==> src/rtl/dct_pkg.sv <==
// dct_pkg: shared definitions for the DCT transpose buffer.
//   DW_DEFAULT / N_DEFAULT : default coefficient width and block dimension
//   MODE_PASS / MODE_TRANSPOSE : encodings of the per-block output mode
//   lane_lsb()             : bit offset of a DW-wide lane inside a packed vector
package dct_pkg;

  localparam int DW_DEFAULT = 12;
  localparam int N_DEFAULT  = 8;

  localparam logic MODE_PASS      = 1'b0;
  localparam logic MODE_TRANSPOSE = 1'b1;

  function automatic int lane_lsb(input int lane, input int width);
    return lane * width;
  endfunction

endpackage

==> src/rtl/pp_bank.sv <==
// pp_bank: one N x N register bank of the ping-pong transpose buffer.
//   clk, rst : clock and asynchronous active-high reset
//   wr_en    : store wr_data into row wr_row this cycle
//   wr_row   : row being written
//   wr_data  : one row, lane c = column c
//   wr_mode  : block mode, latched when row 0 is written
//   rel      : the reader has consumed the whole block; clear full
//   rd_idx   : column (transpose) or row (pass-through) to present
//   full     : bank holds a complete block awaiting readout
//   rd_data  : selected column (lane r = row r) or row (lane c = column c)
module pp_bank
  import dct_pkg::*;
#(
  parameter int DW = DW_DEFAULT,
  parameter int N  = N_DEFAULT
) (
  input  logic                  clk,
  input  logic                  rst,
  input  logic                  wr_en,
  input  logic [$clog2(N)-1:0]  wr_row,
  input  logic [N*DW-1:0]       wr_data,
  input  logic                  wr_mode,
  input  logic                  rel,
  input  logic [$clog2(N)-1:0]  rd_idx,
  output logic                  full,
  output logic [N*DW-1:0]       rd_data
);

  localparam int CW = $clog2(N);
  localparam logic [CW-1:0] LAST = CW'(N - 1);

  logic [DW-1:0] mem [N][N];
  logic          bank_mode;

  // Row write port; contents cleared on reset so out_vec reads zero afterwards.
  always_ff @(posedge clk or posedge rst) begin
    if (rst) begin
      for (int r = 0; r < N; r++) begin
        for (int c = 0; c < N; c++) begin
          mem[r][c] <= '0;
        end
      end
    end else if (wr_en) begin
      for (int c = 0; c < N; c++) begin
        mem[wr_row][c] <= wr_data[lane_lsb(c, DW) +: DW];
      end
    end
  end

  // Full flag and per-block mode latch.
  always_ff @(posedge clk or posedge rst) begin
    if (rst) begin
      full      <= 1'b0;
      bank_mode <= MODE_PASS;
    end else begin
      // A bank is never written while full, so set and release never coincide.
      if (wr_en && (wr_row == LAST)) begin
        full <= 1'b1;
      end else if (rel) begin
        full <= 1'b0;
      end
      if (wr_en && (wr_row == '0)) begin
        bank_mode <= wr_mode;
      end
    end
  end

  // Read mux: column-out in transpose mode, row-out in pass-through mode.
  always_comb begin
    rd_data = '0;
    for (int k = 0; k < N; k++) begin
      if (bank_mode == MODE_TRANSPOSE) begin
        rd_data[lane_lsb(k, DW) +: DW] = mem[k][rd_idx];
      end else begin
        rd_data[lane_lsb(k, DW) +: DW] = mem[rd_idx][k];
      end
    end
  end

endmodule

==> src/rtl/dct_transpose_pp.sv <==
// dct_transpose_pp: ping-pong transpose buffer between the row and column
// DCT passes. Rows go in, columns (or rows in pass-through) come out; two
// banks let one block be written while the previous one is read.
//   sys_clk, sys_rst     : clock and asynchronous active-high reset
//   mode                 : 1 transpose, 0 pass-through; taken at each block's row 0
//   in_valid/in_ready    : input row handshake, in_row lane c = column c
//   out_valid/out_ready  : output vector handshake
//   out_vec              : column (lane r = row r) or row (lane c = column c)
//   out_first/out_last   : first / last vector of a block, qualified by out_valid
module dct_transpose_pp
  import dct_pkg::*;
#(
  parameter int DW = DW_DEFAULT,
  parameter int N  = N_DEFAULT
) (
  input  logic            sys_clk,
  input  logic            sys_rst,
  input  logic            mode,
  input  logic            in_valid,
  output logic            in_ready,
  input  logic [N*DW-1:0] in_row,
  output logic            out_valid,
  input  logic            out_ready,
  output logic [N*DW-1:0] out_vec,
  output logic            out_first,
  output logic            out_last
);

  localparam int CW = $clog2(N);
  localparam logic [CW-1:0] LAST = CW'(N - 1);

  logic            wr_bank;
  logic            rd_bank;
  logic [CW-1:0]   wr_row;
  logic [CW-1:0]   rd_idx;
  logic [1:0]      full;
  logic [1:0]      wr_en;
  logic [1:0]      rel;
  logic [N*DW-1:0] rd_data [2];
  logic            accept;
  logic            xfer;

  for (genvar b = 0; b < 2; b++) begin : g_bank
    pp_bank #(
      .DW (DW),
      .N  (N)
    ) u_bank (
      .clk     (sys_clk),
      .rst     (sys_rst),
      .wr_en   (wr_en[b]),
      .wr_row  (wr_row),
      .wr_data (in_row),
      .wr_mode (mode),
      .rel     (rel[b]),
      .rd_idx  (rd_idx),
      .full    (full[b]),
      .rd_data (rd_data[b])
    );
  end

  // Handshakes, bank steering and output framing.
  always_comb begin
    in_ready  = ~full[wr_bank];
    out_valid = full[rd_bank];
    accept    = in_valid & in_ready;
    xfer      = out_valid & out_ready;
    wr_en     = 2'b00;
    rel       = 2'b00;
    wr_en[wr_bank] = accept;
    rel[rd_bank]   = xfer & (rd_idx == LAST);
    out_vec   = rd_data[rd_bank];
    out_first = out_valid & (rd_idx == '0);
    out_last  = out_valid & (rd_idx == LAST);
  end

  // Write and read pointers; each side flips banks after its Nth beat.
  always_ff @(posedge sys_clk or posedge sys_rst) begin
    if (sys_rst) begin
      wr_bank <= 1'b0;
      wr_row  <= '0;
      rd_bank <= 1'b0;
      rd_idx  <= '0;
    end else begin
      if (accept) begin
        if (wr_row == LAST) begin
          wr_row  <= '0;
          wr_bank <= ~wr_bank;
        end else begin
          wr_row <= wr_row + CW'(1);
        end
      end
      if (xfer) begin
        if (rd_idx == LAST) begin
          rd_idx  <= '0;
          rd_bank <= ~rd_bank;
        end else begin
          rd_idx <= rd_idx + CW'(1);
        end
      end
    end
  end

endmodule

==> config.mk <==
export PLATFORM = sky130hd
export DESIGN_NAME = dct_transpose_pp
export DESIGN_NICKNAME = d
export VERILOG_FILES = /design/src/rtl/dct_pkg.sv /design/src/rtl/pp_bank.sv /design/src/rtl/dct_transpose_pp.sv
export SDC_FILE = /design/constraint.sdc
export NUM_CORES = 2
export LEC_CHECK = 0
export ABC_CLOCK_PERIOD_IN_PS = 56300
export CORE_UTILIZATION = 40
export DETAILED_ROUTE_END_ITERATION = 6
export PLACE_DENSITY_LB_ADDON = 0.1
export SLEW_MARGIN = 30
export SYNTH_ARGS = -nofsm -noshare
export SYNTH_HDL_FRONTEND = slang
export SYNTH_SLANG_ARGS = --single-unit
==> constraint.sdc <==
create_clock -name sys_clk -period 56.3 [get_ports sys_clk]
set_input_delay 5.63 -clock sys_clk [delete_from_list [all_inputs] [get_ports sys_clk]]
set_output_delay 5.63 -clock sys_clk [all_outputs]
set_load 0.1 [all_outputs]
==> results.tsv <==
stage	metric	value	unit
outcome	outcome	finished, final reports clean	
setup_path	Crit Path Class	flip-flop to output pin	
clocking	H-tree depth	4	
setup_path	worst r2r src	wr_row[2]	
detailed_routing	Post-DRT Antenna Nets	0	
setup_path	crit path to	out_vec[65]	
synthesis	synthesized cell area	0.0825	mm²
synthesis	syn avg cell area	15.6	µm²
setup_path	Crit Path Max Fanout	56	
detailed_routing	wire per inst	34.6	µm
setup_path	buffers and inverters on the worst path	6	
synthesis	Syn Inst Count	5300	
synthesis	sequential area share after synthesis	47.0	%
floorplanning	initial core utilization	40.3	%
timing	post-route clock period utilization	23.8	%
flow_run	MaxCap Viol Count	0	
final_layout	nets@finish	5388	
synthesis	distinct cell type count after synthesis	57	
timing	Final setup viols	0	
detailed_routing	DRT iter0 DRCs	3854	
timing	skew final	23.8	ps
timing	fin crit period	13430	ps
setup_path	worst endpoint required time	50670	ps
floorplanning	Core Footprint	0.205	mm²
clocking	cts bufs inserted	181	
synthesis	Synth warnings	0	
setup_path	Worst EP arrival	7800	ps
global_routing	first-pass GRT wire length	410000	µm
detailed_routing	routed wire length	281000	µm
setup_path	Worst R2R Setup Slack	52710	ps
synthesis	syn_nets	5407	
global_routing	vias in the first global route	52800	
setup_path	crit path launch	rd_idx[1]	
global_routing	GRT Util Overall	27.1	%
timing	Max-slew headroom	30.8	%
placement	PortBufs	200	
timing	unrepaired setup endpoints after global routing	false	
clocking	Root Buffer	clkbuf_16	
final_layout	P&R area growth vs syn	11.7	%
placement	Final Wtd Congestion	0.814	
floorplanning	num rows	166	
clocking	Hold-fix buffers, CTS	0	
floorplanning	IO Pins	201	
setup_path	Reg2Reg Depth	5	
setup_path	slowest stage cell, crit path	clkdlybuf4s50_1	
floorplanning	Die Width	456	µm
clocking	CTS tree	built	
global_routing	global route overflow	0	
detailed_routing	vias per inst	6.24	
timing	Slew Viols, Final	0	
floorplanning	die area	0.208	mm²
timing	f_max	74.5	MHz
setup_path	Worst path max stage delay	1260	ps
synthesis	register bit count reported by yosys	1548	
floorplanning	chip height	456	µm
detailed_routing	number of detailed-route iterations in the first pass	6	
clocking	Reg clk slew, reported paths	60	ps
timing	setup tns final	0	ps
clocking	Num Clock Sinks	1548	
global_routing	largest net degree at the start of global routing	121	
setup_path	critical-path cell list	buf_4 -> buf_4 -> buf_4 -> buf_4 -> buf_4 -> mux4_2 -> nand2_1 -> a32o_1 -> a211oi_1 -> clkdlybuf4s50_1	
setup_path	Reg-to-Reg End	g_bank[0].u_bank.mem[725]	
global_routing	initial antenna violation count	36	
clocking	CTS resizes	0	
worst_hold_path	Hold WC Path Type	flip-flop to flip-flop	
clocking	Post-CTS Setup Repair Bufs	0	
detailed_routing	Vias	50600	
clocking	buffer depth of the longest clock path	3	
setup_path	most frequent CP cell	buf_4	
synthesis	EDFF count, synth	0	
placement	dpl hpwl	181000	µm
timing	Final Hold Violating Endpoints	0	
setup_path	CP top delay family	buffers and inverters	
final_layout	ratio of cells with drive above 1 in the final layout	51.1	%
clocking	clk_lat worst skew	830	ps
timing	Slew @ Worst Pin	1030	ps
setup_path	Worst Setup End Kind	output pin	
synthesis	leading register cell type out of synthesis	dfrtp_1	
synthesis	post-synthesis async set-or-reset flop share	100	%
setup_path	Worst path depth	10	
detailed_routing	DRC	0	
setup_path	CP startpoint kind	flip-flop	
-- registers in the layout, indices dropped and copies added (netlist names) --
signal / cells
g_bank.u_bank.bank_mode: 2
g_bank.u_bank.full: 2
g_bank.u_bank.mem: 1536
rd_bank: 1
rd_idx: 3
wr_bank: 1
wr_row: 3
-- how the worst min path moves through the flow --
stage / slack [ps] / depth (start not counted) / endpoint / startpoint
floorplan: 470 / 1 / g_bank[0].u_bank.mem[67] / g_bank[0].u_bank.mem[67]
global placement: 480 / 1 / g_bank[0].u_bank.mem[550] / g_bank[0].u_bank.mem[550]
detailed placement: 490 / 1 / g_bank[0].u_bank.mem[550] / g_bank[0].u_bank.mem[550]
CTS: 500 / 1 / g_bank[0].u_bank.mem[550] / g_bank[0].u_bank.mem[550]
global route: 520 / 1 / g_bank[1].u_bank.mem[656] / g_bank[1].u_bank.mem[656]
finish: 500 / 1 / g_bank[0].u_bank.mem[550] / g_bank[0].u_bank.mem[550]
-- metal layers --
metal,up-vias,GRT usage (%),part of all wire (%)
li1,20600,-,-
met1,28100,38.8,45
met2,1520,42.8,47
met3,405,3.97,5.0
met4,0,8.20,3.1
met5,-,0,0
-- synthesized netlist by cell type, types with 4 or more instances --
cell	count	area (µm²)
dfrtp_1	1548	38700
mux2_2	1519	17100
mux4_2	713	16100
mux2i_1	305	3050
buf_2	236	1180
nor2_1	146	548
clkbuf_1	134	503
buf_4	103	773
nand2_1	95	357
buf_6	47	529
o221ai_1	46	403
a211oi_1	41	308
o22ai_1	41	257
mux2_4	40	601
o22a_1	36	315
o21ai_0	31	155
a221oi_1	28	245
a21oi_1	22	110
buf_1	16	60.1
mux2_1	15	169
nor2b_1	14	87.6
a21o_1	13	97.6
a22oi_1	9	67.6
nand2b_1	9	56.3
nand3_1	8	40.0
o32a_1	7	70.1
a31oi_1	6	37.5
and2_1	6	37.5
ha_1	6	75.1
inv_1	6	22.5
and3_1	5	31.3
o221a_2	5	56.3
or2_2	5	31.3
a211o_1	4	35.0
a22o_1	4	35.0
nor3_1	4	20.0
-- logic make-up (layout without fill, tap and decap cells) --
kind of cell	count (synthesis)	count (layout)	synth area share [%]
xor gates and xnor gates	1	1	0.0106
other	0	8	0
adders and majority gates	6	6	0.0910
DFF	1548	1548	47.0
and+or+nand+nor	304	304	1.59
buffers and inverters	543	666	3.73
muxes	2592	2592	44.8
AOI/OAI and AO/OA	306	306	2.79
-- final cells by class --
cell class	count	area [µm²]
multi-input cells	3209	40900
inverters	7	48.8
well taps	2688	3360
clock buffers	272	5440
clock inverters	53	533
diodes	8	20.0
flip-flops and latches	1548	38800
repair buffers	334	3080
fillers	18300	113000
-- layout by cell type, fill, tap and decap left out, drive strengths merged, types with 3 or more instances in the layout --
| cell | netlist | final |
|---|---|---|
| nand3 | 8 | 8 |
| a21oi | 22 | 22 |
| o221ai | 46 | 46 |
| mux2i | 305 | 305 |
| mux4 | 713 | 713 |
| buf | 402 | 151 |
| clkinvlp | 0 | 3 |
| a211oi | 41 | 41 |
| nand2 | 95 | 95 |
| o21ai | 32 | 32 |
| clkbuf | 134 | 272 |
| clkdlybuf4s50 | 0 | 183 |
| and2 | 7 | 7 |
| o32a | 7 | 7 |
| clkinv | 1 | 34 |
| o22a | 36 | 36 |
| ha | 6 | 6 |
| mux2 | 1574 | 1574 |
| and3 | 5 | 5 |
| diode | 0 | 8 |
| a211o | 4 | 4 |
| dfrtp | 1548 | 1548 |
| o22ai | 41 | 41 |
| nor3 | 5 | 5 |
| or2 | 5 | 5 |
| a31oi | 6 | 6 |
| inv | 6 | 15 |
| a22oi | 9 | 9 |
| a221oi | 28 | 28 |
| o221a | 5 | 5 |
| nor2 | 148 | 148 |
| a21o | 13 | 13 |
| nand2b | 9 | 9 |
| nor2b | 15 | 15 |
| bufinv | 0 | 8 |
| a22o | 4 | 4 |
-- per-stage QoR --
step,instance area (µm²),util (%),std cells,setup slack (ps),hold slack [ps]
2_1_floorplan,82500,-,5300,7000,470
3_3_place_gp,86100,42.0,7782,43600,481
3_5_place_dp,86100,42.0,7785,43570,486
4_1_cts,92100,45.0,8110,42650,499
5_1_grt,92100,45.0,8118,42390,521
6_report,92100,45.0,8119,42870,495
Power is not shown: default switching activity piles up to over one toggle a cycle in this logic, so the estimate is an artifact.
